File: config.mk
export PLATFORM = sky130hd
export DESIGN_NAME = rom_prefetch
export DESIGN_NICKNAME = d
export VERILOG_FILES = /design/src/rtl/rom_prefetch.sv
export SDC_FILE = /design/constraint.sdc
export NUM_CORES = 1
export LEC_CHECK = 0
export BUFFER_PORTS_ARGS = -buffer_cell sky130_fd_sc_hd__buf_4
export CAP_MARGIN = 20
export CORE_MARGIN = 2
export CORE_UTILIZATION = 40
export DETAILED_ROUTE_END_ITERATION = 10
export SLEW_MARGIN = 15
export SYNTH_ARGS = -nofsm -noshare
export SYNTH_HDL_FRONTEND = slang
export SYNTH_SLANG_ARGS = --single-unit
File: constraint.sdc
create_clock -name CLK -period 3.24 [get_ports CLK]
set_input_delay 0.162 -clock CLK [delete_from_list [all_inputs] [get_ports CLK]]
set_output_delay 0.162 -clock CLK [all_outputs]
set_load 0.02 [all_outputs]
File: src/rtl/rom_prefetch.sv
// Sequential ROM fetch stage: issues addresses, absorbs the 1-clock ROM latency and queues bytes with their addresses.
// Optional macro ROM_PREFETCH_BYPASS_EN lets an in-flight response reach the consumer combinationally when the queue is empty.
module rom_prefetch #(
   parameter int                    ADDR_WIDTH  = 8,
   parameter int                    DATA_WIDTH  = 8,
   parameter int                    QDEPTH_LOG2 = 2,
   parameter logic [ADDR_WIDTH-1:0] RESET_ADDR  = '0
) (
   input  logic                   CLK,
   input  logic                   RESET_N,
   output logic [ADDR_WIDTH-1:0]  ROM_A,
   output logic                   ROM_CS,
   input  logic [DATA_WIDTH-1:0]  ROM_DO,
   input  logic                   LOAD,
   input  logic [ADDR_WIDTH-1:0]  LOAD_ADDR,
   output logic [DATA_WIDTH-1:0]  OUT_DATA,
   output logic [ADDR_WIDTH-1:0]  OUT_ADDR,
   output logic                   OUT_VALID,
   input  logic                   OUT_READY,
   output logic [QDEPTH_LOG2:0]   LEVEL
);

   localparam int                 QD    = 1 << QDEPTH_LOG2;
   localparam logic [QDEPTH_LOG2:0] QFULL = (QDEPTH_LOG2+1)'(QD);

   logic [ADDR_WIDTH-1:0]  fptr, raddr;
   logic                   pend;
   logic [QDEPTH_LOG2:0]   level;
   logic [QDEPTH_LOG2-1:0] wptr, rptr;
   logic [DATA_WIDTH-1:0]  mem_data [QD];
   logic [ADDR_WIDTH-1:0]  mem_addr [QD];
   logic [QDEPTH_LOG2:0]   credit_used;
   logic                   issue, push, pop, q_empty;

   // Credits count queued entries plus the one response that may be in flight,
   // so a push can never find the queue full.
   assign credit_used = level + {{QDEPTH_LOG2{1'b0}}, pend};
   assign q_empty     = (level == '0);
   assign issue       = RESET_N && !LOAD && (credit_used < QFULL);
   assign pop         = !q_empty && OUT_READY && !LOAD;

   assign ROM_A  = fptr;
   assign ROM_CS = issue;
   assign LEVEL  = level;

`ifdef ROM_PREFETCH_BYPASS_EN
   logic byp;
   assign byp       = q_empty && pend && !LOAD;
   assign push      = pend && !LOAD && !(byp && OUT_READY);
   assign OUT_VALID = !q_empty || byp;
   assign OUT_DATA  = byp ? ROM_DO : mem_data[rptr];
   assign OUT_ADDR  = byp ? raddr  : mem_addr[rptr];
`else
   assign push      = pend && !LOAD;
   assign OUT_VALID = !q_empty;
   assign OUT_DATA  = mem_data[rptr];
   assign OUT_ADDR  = mem_addr[rptr];
`endif

   always_ff @(posedge CLK or negedge RESET_N) begin
      if (!RESET_N) begin
         fptr  <= RESET_ADDR;
         raddr <= '0;
         pend  <= 1'b0;
         level <= '0;
         wptr  <= '0;
         rptr  <= '0;
         for (int i = 0; i < QD; i++) begin
            mem_data[i] <= '0;
            mem_addr[i] <= '0;
         end
      end else if (LOAD) begin
         // Redirect drops everything queued and the response still in flight.
         fptr  <= LOAD_ADDR;
         pend  <= 1'b0;
         level <= '0;
         wptr  <= '0;
         rptr  <= '0;
      end else begin
         pend <= issue;
         if (issue) begin
            fptr  <= fptr + 1'b1;
            raddr <= fptr;
         end
         if (push) begin
            mem_data[wptr] <= ROM_DO;
            mem_addr[wptr] <= raddr;
            wptr           <= wptr + 1'b1;
         end
         if (pop)
            rptr <= rptr + 1'b1;
         case ({push, pop})
            2'b10:   level <= level + 1'b1;
            2'b01:   level <= level - 1'b1;
            default: level <= level;
         endcase
      end
   end

endmodule

==> run_results.csv <==
group,metric,value,unit
run_status,status,"complete, no violations",
timing,period_needed,2.29,ns
yosys,yosys_warnings,0,
clocking,cts_root_buffer,"clkbuf_8",
global_routing,grt_pass1_vias,2499,
finish,final-seq-area,2200,sq um
timing,worst_slack,0.945,ns
placement,finalWeightedCongestion,0.762,
global_routing,track_usage,15.2,%
timing,hold_slack,0.0200,ns
finish,nFillCells,887,
pwr,total_power,3.84,mW
yosys,synth_top_cell_area_share,54.9,%
finish,postLayoutCoreUtil,48.1,%
clocking,cts_sinks,88,
floorplanning,io-pin-count,49,
setup_path,crit_required,3.08,ns
detailed_routing,wl,7.69,mm
placement,port_buffers,48,
timing,tightest_slew,0.878,ns
yosys,synthTopCellsByArea,"dfrtp_1 (55%), mux2_2 (20%), mux4_2 (9.0%), ha_1 (1.6%), nand2_1 (1.3%)",
yosys,synthMostInstantiatedCell,"dfrtp_1",
yosys,post-synth-top-area-cell,"dfrtp_1",
worst_hold_path,hold_path_class,"input port to flip-flop",
detailed_routing,via_per_inst,5.23,
yosys,synthCells,273,
floorplanning,start_util,41.2,%
yosys,avgSynthCellArea,14.7,sq um
setup_path,crit_type,"flip-flop to primary output",
finish,areaGrowthSynthToFinish,16.9,%
finish,diodes,0,
clocking,cts.path.max_buffers,2,
clocking,htree_levels,3,
flow_run,drv_cap,0,
yosys,yosysSeqAreaShare,54.9,%
yosys,yosysUniqueCellTypes,42,
yosys,synth_edf_count,0,
yosys,synthTopCellsByCount,"dfrtp_1 (88), mux2_2 (72), mux4_2 (16)",
clocking,path_clk_slew,0.08,ns
global_routing,grt_pass1_wl,12.9,mm
yosys,syn_nets,299,
clocking,post-cts-setup-buffers,0,
finish,fin_nets,348,
detailed_routing,drtPass1Iterations,4,
placement,place_hpwl,4.84,mm
timing,fin_setup_tns,0,ns
yosys,synth-main-ff-cell,"dfrtp_1",
placement,placed_cells,443,
detailed_routing,wire_per_inst,16.7,microns
global_routing,grt_start_max_net_pins,69,
clocking,insertion_delay,0.35,ns
finish,final_cells,460,
finish,multi_input_area,1720,sq um
timing,fmax,0.436,GHz
pwr,peakVddDrop,0.443,mV
detailed_routing,dr_total_vias,2405,
floorplanning,std_cell_rows,36,
global_routing,antenna_found_initial,0,
timing,min_period_over_period,70.8,%
timing,rsz0062_at_grt,"false",
detailed_routing,initialDrtViolationCount,67,
clocking,numCtsBuffers,9,
floorplanning,core_region_area,9730,sq um
setup_path,endpoint_kind,"primary output",
placement,dp_slack,0.971,ns
clocking,tritoncts,"done",
timing,slew_viol_final,0,
placement,placed_area,4480,sq um
setup_path,arrival,2.13,ns
floorplanning,die-height,104,microns
timing,skew,0.0118,ns
pwr,powerDensity,820,nW/um^2
floorplanning,die_area,10800,sq um
timing,setup_viol,0,
timing,hold_viol,0,
finish,fin_area,4680,sq um
detailed_routing,drc,0,
yosys,ys_async_sr_fraction,100,%
yosys,syn-cell-area,4010,sq um
setup_path,path_max_fanout,11,
pwr,power.leakage,2.14,nW
timing,slew_headroom,41.3,%
floorplanning,die_w,104,microns
setup_path,start_kind,"flip-flop",
yosys,yosys_register_bits,88,
global_routing,grt_overflow,0,
detailed_routing,ant_nets,0,
finish,final_layout_size_suffix_gt1_share,48.0,%
## critical path, stage by stage (launching register included)
cell and delay [ns]:
dfrtp_1 0.60, a31oi_2 0.19, o21ai_1 0.30, nand2b_1 0.43
inv_1 0.09, buf_4 0.17
## routing by layer
metal / part of all wire, % / GRT usage, % / routed length (microns) / vias up
li1: - / - / - / 1101
met1: 47 / 20.6 / 3630 / 1239
met2: 48 / 24.2 / 3660 / 55
met3: 3.5 / 2.94 / 273 / 10
met4: 1.6 / 5.79 / 125 / 0
met5: 0 / 0 / 0 / -
## where the power goes
part	total (mW)	internal, mW	switching (mW)
registers	1.72	1.43	0.290
clock network	0.736	0.356	0.380
logic	1.38	0.770	0.611
total	3.84	2.56	1.28
## final timing paths
path	start	end	slack, ns	depth (start not counted)
max	pend	ROM_CS	0.95	5
min	LOAD_ADDR[4]	ROM_A[4]	0.02	3
max reg2reg	LEVEL[0]	LEVEL[2]	0.97	7
min reg2reg	mem_addr[6]	mem_addr[6]	0.50	1
max in group asynchronous	RESET_N	mem_addr[24]	1.81	3
min in group asynchronous	RESET_N	mem_data[31]	0.26	2
## state kept, by name, summed over array words and instances, names as in the netlist
| name | count |
|---|---|
| mem_addr | 32 |
| mem_data | 32 |
| ROM_A | 8 |
| raddr | 8 |
| LEVEL | 3 |
| rptr | 2 |
| wptr | 2 |
| pend | 1 |
## timing repair
| action | 4_1_cts | 5_1_grt |
|---|---|---|
| gates resized for setup | 0 | 0 |
| hold buffers | 1 | 0 |
| hold endpoints to repair | 20 | 0 |
## layout make-up
| cell class | instances | share of cell area (%) |
|---|---|---|
| multi-input combinational | 167 | 36.8 |
| clock buffer | 11 | 2.81 |
| inverter | 5 | 0.401 |
| clock inverter | 5 | 1.23 |
| sequential | 88 | 47.0 |
| tap | 133 | 3.55 |
| timing repair buffer | 51 | 8.23 |
## cell usage in the layout, fill, tap and decap left out, types with 2 or more instances in the layout
cell	count
or4_1	2
a21oi_1	3
xnor2_1	5
a31oi_1	2
buf_4	50
mux4_2	16
nand2_1	14
ha_1	5
clkinvlp_4	3
dfrtp_1	88
clkbuf_8	9
o31ai_1	2
mux2i_1	4
nor3_1	2
nand3_1	2
xor2_1	3
nor2_1	10
o21ai_0	3
nand4_1	3
clkbuf_1	2
inv_1	4
mux2_2	72
## cell families after synthesis
kind of cell | share of synthesized area (%)
mux | 30.2
flops | 54.9
simple gates | 5.21
compound gates | 3.71
buf+inv | 2.09
xor+xnor | 1.75
fa+ha+maj | 2.06
Power figures use the tool's default switching activity.
